**src/rtl/xbee_rx_fifo.sv**
```systemverilog
// XBee receive path: 8N1 UART receiver with mid-bit start qualification and a FWFT receive FIFO.
// Define RX_PARITY_EN to insert an even-parity bit between the data bits and the stop bit.
module xbee_rx_fifo #(
    parameter int BAUD       = 9600,
    parameter int DATA_WIDTH = 8,
    parameter int CLKFREQ    = 100_000_000,
    parameter int OVERSAMPLE = 16,
    parameter int FIFO_DEPTH = 16
) (
    input  logic                          clk,
    input  logic                          reset,
    input  logic                          RxD,
    input  logic                          read_data,
    input  logic                          clr_err,
    output logic [DATA_WIDTH-1:0]         DataOut,
    output logic                          DataRdy,
    output logic [$clog2(FIFO_DEPTH):0]   Count,
    output logic                          FrameErr,
    output logic                          ParityErr,
    output logic                          Overflow,
    output logic                          RxIdle
);
    localparam int DIV   = CLKFREQ / (BAUD * OVERSAMPLE);
    localparam int DIV_W = (DIV > 1) ? $clog2(DIV) : 1;
    localparam int SMP_W = $clog2(OVERSAMPLE);
    localparam int BIT_W = $clog2(DATA_WIDTH + 1);
    localparam int AW    = $clog2(FIFO_DEPTH);
    localparam int CW    = AW + 1;

    localparam logic [DIV_W-1:0] DIV_LAST = DIV_W'(DIV - 1);
    localparam logic [SMP_W-1:0] SMP_LAST = SMP_W'(OVERSAMPLE - 1);
    localparam logic [SMP_W-1:0] SMP_HALF = SMP_W'(OVERSAMPLE / 2 - 1);
    localparam logic [BIT_W-1:0] BIT_LAST = BIT_W'(DATA_WIDTH - 1);
    localparam logic [CW-1:0]    FULL_CNT = CW'(FIFO_DEPTH);

`ifdef RX_PARITY_EN
    typedef enum logic [2:0] {IDLE, START, DATA, PARITY, STOP} state_t;
`else
    typedef enum logic [2:0] {IDLE, START, DATA, STOP} state_t;
`endif

    state_t                 state;
    logic                   rxd_p0, rxd_p1, rxd_p2;
    logic                   rxd_s, start_edge, tick;
    logic [DIV_W-1:0]       div_cnt;
    logic [SMP_W-1:0]       smp_cnt;
    logic [BIT_W-1:0]       bit_cnt;
    logic [DATA_WIDTH-1:0]  rx_shift;
    logic                   rx_idle, frame_err, vld_p0;
`ifdef RX_PARITY_EN
    logic                   par_bad, parity_err;
`endif

    // Stage p0/p1: metastability synchronizer, p2: previous value for edge detection
    always_ff @(posedge clk or negedge reset) begin
        if (!reset) begin
            rxd_p0 <= 1'b1;
            rxd_p1 <= 1'b1;
            rxd_p2 <= 1'b1;
        end else begin
            rxd_p0 <= RxD;
            rxd_p1 <= rxd_p0;
            rxd_p2 <= rxd_p1;
        end
    end

    assign rxd_s      = rxd_p1;
    assign start_edge = rxd_p2 & ~rxd_p1;
    assign tick       = (state != IDLE) && (div_cnt == DIV_LAST);

    always_ff @(posedge clk or negedge reset) begin
        if (!reset)
            div_cnt <= '0;
        else if (state == IDLE || tick)
            div_cnt <= '0;
        else
            div_cnt <= div_cnt + DIV_W'(1);
    end

    always_ff @(posedge clk) begin
        if (state == DATA && tick && smp_cnt == SMP_LAST)
            rx_shift <= {rxd_s, rx_shift[DATA_WIDTH-1:1]};
    end

    // Receiver FSM; the stop-bit sample returns to IDLE at mid-bit so a following start edge is not missed
    always_ff @(posedge clk or negedge reset) begin
        if (!reset) begin
            state     <= IDLE;
            smp_cnt   <= '0;
            bit_cnt   <= '0;
            rx_idle   <= 1'b1;
            frame_err <= 1'b0;
            vld_p0    <= 1'b0;
`ifdef RX_PARITY_EN
            par_bad    <= 1'b0;
            parity_err <= 1'b0;
`endif
        end else begin
            frame_err <= 1'b0;
            vld_p0    <= 1'b0;
`ifdef RX_PARITY_EN
            parity_err <= 1'b0;
`endif
            case (state)
                IDLE: begin
                    if (start_edge) begin
                        state   <= START;
                        smp_cnt <= '0;
                        rx_idle <= 1'b0;
                    end
                end
                START: begin
                    if (tick) begin
                        if (smp_cnt == SMP_HALF) begin
                            smp_cnt <= '0;
                            bit_cnt <= '0;
                            if (rxd_s) begin
                                state   <= IDLE;
                                rx_idle <= 1'b1;
                            end else begin
                                state <= DATA;
`ifdef RX_PARITY_EN
                                par_bad <= 1'b0;
`endif
                            end
                        end else begin
                            smp_cnt <= smp_cnt + SMP_W'(1);
                        end
                    end
                end
                DATA: begin
                    if (tick) begin
                        if (smp_cnt == SMP_LAST) begin
                            smp_cnt <= '0;
                            bit_cnt <= bit_cnt + BIT_W'(1);
                            if (bit_cnt == BIT_LAST)
`ifdef RX_PARITY_EN
                                state <= PARITY;
`else
                                state <= STOP;
`endif
                        end else begin
                            smp_cnt <= smp_cnt + SMP_W'(1);
                        end
                    end
                end
`ifdef RX_PARITY_EN
                PARITY: begin
                    if (tick) begin
                        if (smp_cnt == SMP_LAST) begin
                            smp_cnt    <= '0;
                            state      <= STOP;
                            par_bad    <= ^{rx_shift, rxd_s};
                            parity_err <= ^{rx_shift, rxd_s};
                        end else begin
                            smp_cnt <= smp_cnt + SMP_W'(1);
                        end
                    end
                end
`endif
                STOP: begin
                    if (tick) begin
                        if (smp_cnt == SMP_LAST) begin
                            smp_cnt <= '0;
                            state   <= IDLE;
                            rx_idle <= 1'b1;
                            if (rxd_s)
`ifdef RX_PARITY_EN
                                vld_p0 <= ~par_bad;
`else
                                vld_p0 <= 1'b1;
`endif
                            else
                                frame_err <= 1'b1;
                        end else begin
                            smp_cnt <= smp_cnt + SMP_W'(1);
                        end
                    end
                end
                default: begin
                    state   <= IDLE;
                    rx_idle <= 1'b1;
                end
            endcase
        end
    end

    logic [DATA_WIDTH-1:0] mem [FIFO_DEPTH];
    logic [AW-1:0]         wr_ptr, rd_ptr;
    logic [CW-1:0]         count;
    logic                  overflow, full, empty, pop, wr_en, drop;

    assign full  = (count == FULL_CNT);
    assign empty = (count == '0);
    assign pop   = read_data & ~empty;
    assign wr_en = vld_p0 & (~full | pop);
    assign drop  = vld_p0 & full & ~pop;

    // Stage p1: FIFO write of the byte qualified at the stop bit
    always_ff @(posedge clk) begin
        if (wr_en)
            mem[wr_ptr] <= rx_shift;
    end

    always_ff @(posedge clk or negedge reset) begin
        if (!reset) begin
            wr_ptr   <= '0;
            rd_ptr   <= '0;
            count    <= '0;
            overflow <= 1'b0;
        end else begin
            if (wr_en)
                wr_ptr <= wr_ptr + AW'(1);
            if (pop)
                rd_ptr <= rd_ptr + AW'(1);
            case ({wr_en, pop})
                2'b10:   count <= count + CW'(1);
                2'b01:   count <= count - CW'(1);
                default: count <= count;
            endcase
            if (drop)
                overflow <= 1'b1;
            else if (clr_err)
                overflow <= 1'b0;
        end
    end

    assign DataOut   = empty ? '0 : mem[rd_ptr];
    assign DataRdy   = ~empty;
    assign Count     = count;
    assign FrameErr  = frame_err;
    assign Overflow  = overflow;
    assign RxIdle    = rx_idle;
`ifdef RX_PARITY_EN
    assign ParityErr = parity_err;
`else
    assign ParityErr = 1'b0;
`endif

endmodule

```
**config.mk**
```make
export PLATFORM = sky130hd
export DESIGN_NAME = xbee_rx_fifo
export DESIGN_NICKNAME = d
export VERILOG_FILES = /design/src/rtl/xbee_rx_fifo.sv
export SDC_FILE = /design/constraint.sdc
export NUM_CORES = 1
export LEC_CHECK = 0
export BUFFER_PORTS_ARGS = -buffer_cell sky130_fd_sc_hd__buf_2
export CAP_MARGIN = 10
export CORE_MARGIN = 1.5
export CORE_UTILIZATION = 53
export CTS_CLUSTER_DIAMETER = 50
export DETAILED_ROUTE_END_ITERATION = 10
export GPL_ROUTABILITY_DRIVEN = 0
export PLACE_DENSITY = 0.7
export SLEW_MARGIN = 20
export SYNTH_ARGS = -nofsm -noshare
export SYNTH_HDL_FRONTEND = slang
export SYNTH_SLANG_ARGS = --single-unit
```
**constraint.sdc**
```tcl
create_clock -name clk -period 4.8 [get_ports clk]
set_input_delay 0.24 -clock clk [delete_from_list [all_inputs] [get_ports clk]]
set_output_delay 0.24 -clock clk [all_outputs]
set_load 0.02 [all_outputs]
```
# ---- Yosys cells after proc, flatten, opt, wreduce, memory -nomap -nowiden
# Memories as Yosys holds them, arrays and structs flattened.
# Cells that the tools add are included.
dict set report word_totals {
  ff_bits 49
  ramBits 128
  in_bits 5
  output_inout_bits 18
  elab_cells 113
  n_memories 1
}
# memory words word_bits read_ports rd_ports_with_merged_regs wr line_no
set memory_table {}
lappend memory_table {mem 16 8 1 0 1 188} ;# logic [DATA_WIDTH-1:0] mem [FIFO_DEPTH];
dict set report classes {
  n_addsub 7
  n_eq_ne 20
  muxes 43
  n_bitwise 11
  reduce_logical 16
}
# cell count
set ops {}
lappend ops {{2-to-1 mux 4 bit} 9}
lappend ops {{2-to-1 mux 3 bit} 8}
lappend ops {{2-to-1 mux 1 bit} 18}
lappend ops {{adder 4 x 1 -> 4 bit (second input constant)} 4}
lappend ops {{inequality test 2 bit (second input constant)} 7}
lappend ops {{one-hot mux 3 bit (4 select lines)} 1}
lappend ops {{one-hot mux 4 bit (3 select lines)} 1}
lappend ops {{adder 10 x 1 -> 10 bit (second input constant)} 1}
lappend ops {{== test 10 bit (second input constant)} 1}
lappend ops {{2-to-1 mux 10 bit} 1}
lappend ops {{one-hot mux 5 bit (2 select lines)} 1}
lappend ops {{== test 4 x 3 -> 1 bit (second input constant)} 2}
lappend ops {{2-to-1 mux 8 bit} 1}
lappend ops {{one-hot mux 4 bit (2 select lines)} 1}
lappend ops {{AND reduction 8 bit} 1}
lappend ops {{AND reduction 7 bit} 1}
lappend ops {{== test 3 x 2 -> 1 bit (second input constant)} 2}
lappend ops {{inequality test 2 x 1 -> 1 bit (second input constant)} 3}
lappend ops {{nonzero test 2 bit} 3}
lappend ops {{nonzero test 3 bit} 2}
lappend ops {{adder 5 x 1 -> 5 bit (second input constant)} 1}
lappend ops {{AND 1 bit} 5}
lappend ops {{== test 5 bit (second input constant)} 1}
lappend ops {{logical NOT 5 bit} 1}
lappend ops {{other kinds (15)} 21}

# ---- Longest topological paths before layout
dict set report logic_depth {
  ltp_word 7
  ltp_mapped 9
  ltp_nobuf 8
}

# ---- Worst setup path after synthesis
# Ideal clock, no wire load.
dict set report synth_path {
  path_kind {register to register}
  from {register count[1], in the netlist Count[1]}
  to {register count[4], in the netlist Count[4]}
  setup_ns 0.133
  arrival_time_ns 2.205
  required_ns 4.667
  setup_slack_ns 2.462
  stages_incl_launch_ff 10
  path_buffers 1
  period_less_slack_ns 2.338
  cell_sequence {dfrtp_1 > or4_1 > clkbuf_1 > nor2_1 > nor2_1 > xor2_1 > ha_1 > nor3_1 > a31oi_1 > xnor2_1}
}
dict set report synth_via {
  elab_chain_cells 7
  elab_cells_between_ends 13
  cone_classes {add/sub (2); eq/ne (3); mux (1); bitwise (5); reduce/logical (2)}
}
# item line_no
set synth_rtl {}
lappend synth_rtl {{start, declared} 190} ;# logic [CW-1:0] count;
lappend synth_rtl {{start signal, assigned} 217} ;# 2'b10: count <= count + CW'(1);
lappend synth_rtl {{start signal, assigned} 218} ;# 2'b01: count <= count - CW'(1);
lappend synth_rtl {{start signal, assigned} 219} ;# default: count <= count;
lappend synth_rtl {{logical NOT 5 bit} 194} ;# assign empty = (count == '0);
lappend synth_rtl {{inverter 1 bit} 195} ;# assign pop = read_data & ~empty;
lappend synth_rtl {{AND 1 bit} 195}
lappend synth_rtl {{OR 1 bit} 196} ;# assign wr_en = vld_p0 & (~full | pop);
lappend synth_rtl {{AND 1 bit} 196}
lappend synth_rtl {{== test 2 x 1 -> 1 bit / == test 2 bit (equally long branches)} 216} ;# case ({wr_en, pop})
lappend synth_rtl {{one-hot mux 5 bit (2 select lines) / nonzero test 2 bit (equally long branches)} --}
# Parallel ways exist; a longest one is shown, timed or not.
# A chain may end at the register's enable or synchronous reset.

# ---- Worst setup path after layout
dict set report layout_path {
  from {register rd_ptr[1]}
  to {output port DataOut[0]}
}
dict set report layout_via {
  elab_chain_cells 2
}
# item line_no
set layout_rtl {}
lappend layout_rtl {{start, declared} 189} ;# logic [AW-1:0] wr_ptr, rd_ptr;
lappend layout_rtl {{start signal, assigned} 215} ;# rd_ptr <= rd_ptr + AW'(1);
lappend layout_rtl {{memory (16 x 8 bit)} --}
lappend layout_rtl {{2-to-1 mux 8 bit} 228} ;# assign DataOut = empty ? '0 : mem[rd_ptr];
lappend layout_rtl {{end, declared} 15} ;# output logic [DATA_WIDTH-1:0] DataOut,
# No other way between the ends.

==> flow_metrics.env <==
export IMPL_core_area_sq_um=13350
export IMPL_rsz0062_at_grt="false"
export IMPL_postSynthCellCount=443
export IMPL_slew_violations=0
export IMPL_finalSetupTns_ns=0
export IMPL_vdd_ir_drop_max_mv=0.3126
export IMPL_status="complete, no violations"
export IMPL_area_growth_pct=13.16
export IMPL_diodes=0
export IMPL_rr_worst_depth=8
export IMPL_io_buffers=21
export IMPL_ys_seq_area_frac=0.6981
export IMPL_post_cts_buffers=0
export IMPL_avgSynthCellArea_sq_um=16.46
export IMPL_ctsRootBufferMaster="clkbuf_16"
export IMPL_r2r_end="Count[4]"
export IMPL_fillCellCount=967
export IMPL_vias_per_cell=5.814
export IMPL_hold_viol=0
export IMPL_end_kind="output pin"
export IMPL_cp_arrival_ns=2.81
export IMPL_hold_depth=3
export IMPL_cp_start_kind="register"
export IMPL_cp_cell_sequence="mux4_2 -> mux2_2 -> o21ai_0 -> a21oi_1 -> buf_2"
export IMPL_rrSetupSlack_ns=2.36
export IMPL_drc_errors=0
export IMPL_vias=3843
export IMPL_fin_nets=488
export IMPL_synth_cell_types=52
export IMPL_cts_htree_levels=4
export IMPL_crit_buf_inv=1
export IMPL_p_per_area_nw_per_um2=520.7
export IMPL_fp_dieW_um=120.3
export IMPL_cp_slowest_stage_delay_ns=1.02
export IMPL_synth_top_area_share=0.5602
export IMPL_period_share=0.6357
export IMPL_fmax_ghz=0.3277
export IMPL_setup_viol=0
export IMPL_worst_slew_pin_slew_ns=0.9970
export IMPL_synth_edff_count=136
export IMPL_dp_cells=627
export IMPL_r2r_start="Count[1]"
export IMPL_initial_core_util=0.5462
export IMPL_path_max_fanout=35
export IMPL_cellLeakagePower_nw=2.927
export IMPL_numCtsBuffers=17
export IMPL_holdWs_ns=0.1600
export IMPL_post_route_util=0.6181
export IMPL_netlist_top_cells_count="edfxtp_1 (136), dfrtp_1 (36), mux4_2 (32)"
export IMPL_power_total_mw=4.296
export IMPL_clk_path_buf_depth=2
export IMPL_cts_repair_resized=0
export IMPL_finalNonFillerCells=661
export IMPL_synth_flop_cell="edfxtp_1"
export IMPL_clock_sinks=176
export IMPL_synthMostInstantiatedCell="edfxtp_1"
export IMPL_wl_per_cell_um=20.19
export IMPL_drive_gt1_frac=0.2247
export IMPL_required_ns=4.56
export IMPL_grt_pass1_vias=3947
export IMPL_grtUsageTotal=0.2047
export IMPL_synth_nets=458
export IMPL_route_antenna_remaining_nets=0
export IMPL_yosysTopAreaCell="edfxtp_1"
export IMPL_min_from="read_data"
export IMPL_grt_max_degree=41
export IMPL_io_pins=23
export IMPL_hold_path_endpoint="rd_ptr[2]"
export IMPL_syn_area_sq_um=7291
export IMPL_placementRows=42
export IMPL_async_flop_share=0.2273
export IMPL_crit_type="reg -> out"
export IMPL_cp_num_cells=5
export IMPL_dpl_hpwl_um=8364
export IMPL_min_period_ns=3.051
export IMPL_synth_area_leaders="edfxtp_1 (56%), dfrtp_1 (12%), mux4_2 (9.9%)"
export IMPL_antenna_found_initial=0
export IMPL_drv_cap=0
export IMPL_cts_tree="done"
export IMPL_path_delay_family="flip-flops"
export IMPL_clkTransAtPathRegs_ns=0.06
export IMPL_wl_um=13350
export IMPL_grt_overflow_total=0
export IMPL_clk_latency_ns=0.42
export IMPL_relSlewSlack=0.3354
export IMPL_hp_class="in -> reg"
export IMPL_finClkSkew_ns=0.01029
export IMPL_ys_ff_latch=176
export IMPL_drt_first_pass_iters=5
export IMPL_die_area_sq_um=14470
export IMPL_dr_first_iter_drc_count=455
export IMPL_critPathSlowestCell="dfrtp_2"
export IMPL_ys_warn_count=0
export IMPL_grt_pass1_wl_um=21530
export IMPL_die_y_um=120.3
## cell families (layout without fill, tap and decap cells)
logic type,Yosys count,after routing,synth area share
flops,176,176,0.6981
simple gates,98,98,0.06950
mux,52,52,0.1285
compound gates,48,48,0.04136
buf+inv,39,81,0.02197
xor+xnor,19,19,0.02282
fa+ha+maj,10,10,0.01716
other cells,1,1,0.0005144
## layout make-up
| class | instances | area (sq um) | area share |
|---|---|---|---|
| Timing Repair Buffer | 34 | 210.2 | 0.02548 |
| Inverter | 16 | 60.06 | 0.007279 |
| Multi-Input combinational cell | 228 | 2046 | 0.2480 |
| Sequential cell | 176 | 5091 | 0.6171 |
| Clock buffer | 18 | 429.2 | 0.05202 |
| Clock inverter | 13 | 193.9 | 0.02351 |
| Tap cell | 176 | 220.2 | 0.02669 |
## registers in the layout (all words and copies together), names as in the netlist
| signal | cells |
|---|---|
| rxd_p1 | 1 |
| rx_shift | 8 |
| mem | 128 |
| smp_cnt | 4 |
| rd_ptr | 4 |
| rxd_p0 | 1 |
| FrameErr | 1 |
| div_cnt | 10 |
| wr_ptr | 4 |
| RxIdle | 1 |
| rxd_p2 | 1 |
| Count | 5 |
| Overflow | 1 |
| bit_cnt | 4 |
| vld_p0 | 1 |
| state | 2 |
## power by group
| part | internal (mW) | switching [mW] | leakage, nW | total [mW] |
|---|---|---|---|---|
| Sequential | 1.69 | 0.195 | 1.72 | 1.89 |
| Clock | 0.913 | 0.534 | 0.306 | 1.45 |
| Combinational | 0.493 | 0.469 | 0.902 | 0.962 |
## worst max path at each step
stage / slack [ns] / to / start
after floorplan: 2.46 / Count[4] / Count[1]
after global placement: 2.18 / DataOut[2] / rd_ptr[1]
after detailed placement: 2.14 / DataOut[2] / rd_ptr[1]
after CTS: 1.68 / DataOut[2] / rd_ptr[1]
after global routing: 1.54 / DataOut[5] / rd_ptr[1]
final: 1.75 / DataOut[0] / rd_ptr[1]
## cells in the final DEF, fill, tap and decap left out, types with 5 or more instances in the layout
cell type	Yosys	routed
dfrtp_1	36	35
bufinv_16	0	5
nor2_1	28	28
o21ai_0	14	14
buf_2	8	21
nand3_1	9	9
mux2_2	9	9
inv_1	16	16
xnor2_1	14	14
mux2i_1	10	10
mux4_2	32	32
ha_1	10	10
nor4_1	10	10
buf_4	1	10
nor3_1	9	8
clkbuf_16	0	17
a21oi_1	12	12
xor2_1	5	5
edfxtp_1	136	136
nand2_1	16	16
## worst reg2reg max path, cell delays in order, from the launching register on
cell and delay, ns:
dfrtp_1 0.46, or4_1 0.69, nor2_1 0.22, nor2_1 0.08, xor2_1 0.14, ha_1 0.21, nor3_1 0.24, a31oi_1 0.13
xnor2_1 0.14
## per-stage QoR
| step | worst slack, ns | area, sq um |
|---|---|---|
| 4_1_cts | 1.676 | 8245 |
| 5_1_grt | 1.537 | 8250 |
| 2_1_floorplan | 2.462 | 7291 |
| 6_report | 1.749 | 8250 |
| 3_3_place_gp | 2.179 | 7592 |
| 3_5_place_dp | 2.139 | 7592 |
## per-layer routing
metal	wire length (um)	GRT usage	part of all wire	vias up
met5	0	0	0	-
met1	5856	0.2879	0.44	1944
met2	6593	0.3232	0.49	119
li1	-	-	-	1768
met3	754	0.04340	0.056	12
met4	145	0.06912	0.011	0
## repair_timing
action	in CTS	in global routing
setup endpoints to repair	0	0
hold buffers	3	0
hold endpoints to repair	38	0
Power figures use the tool's default switching activity.
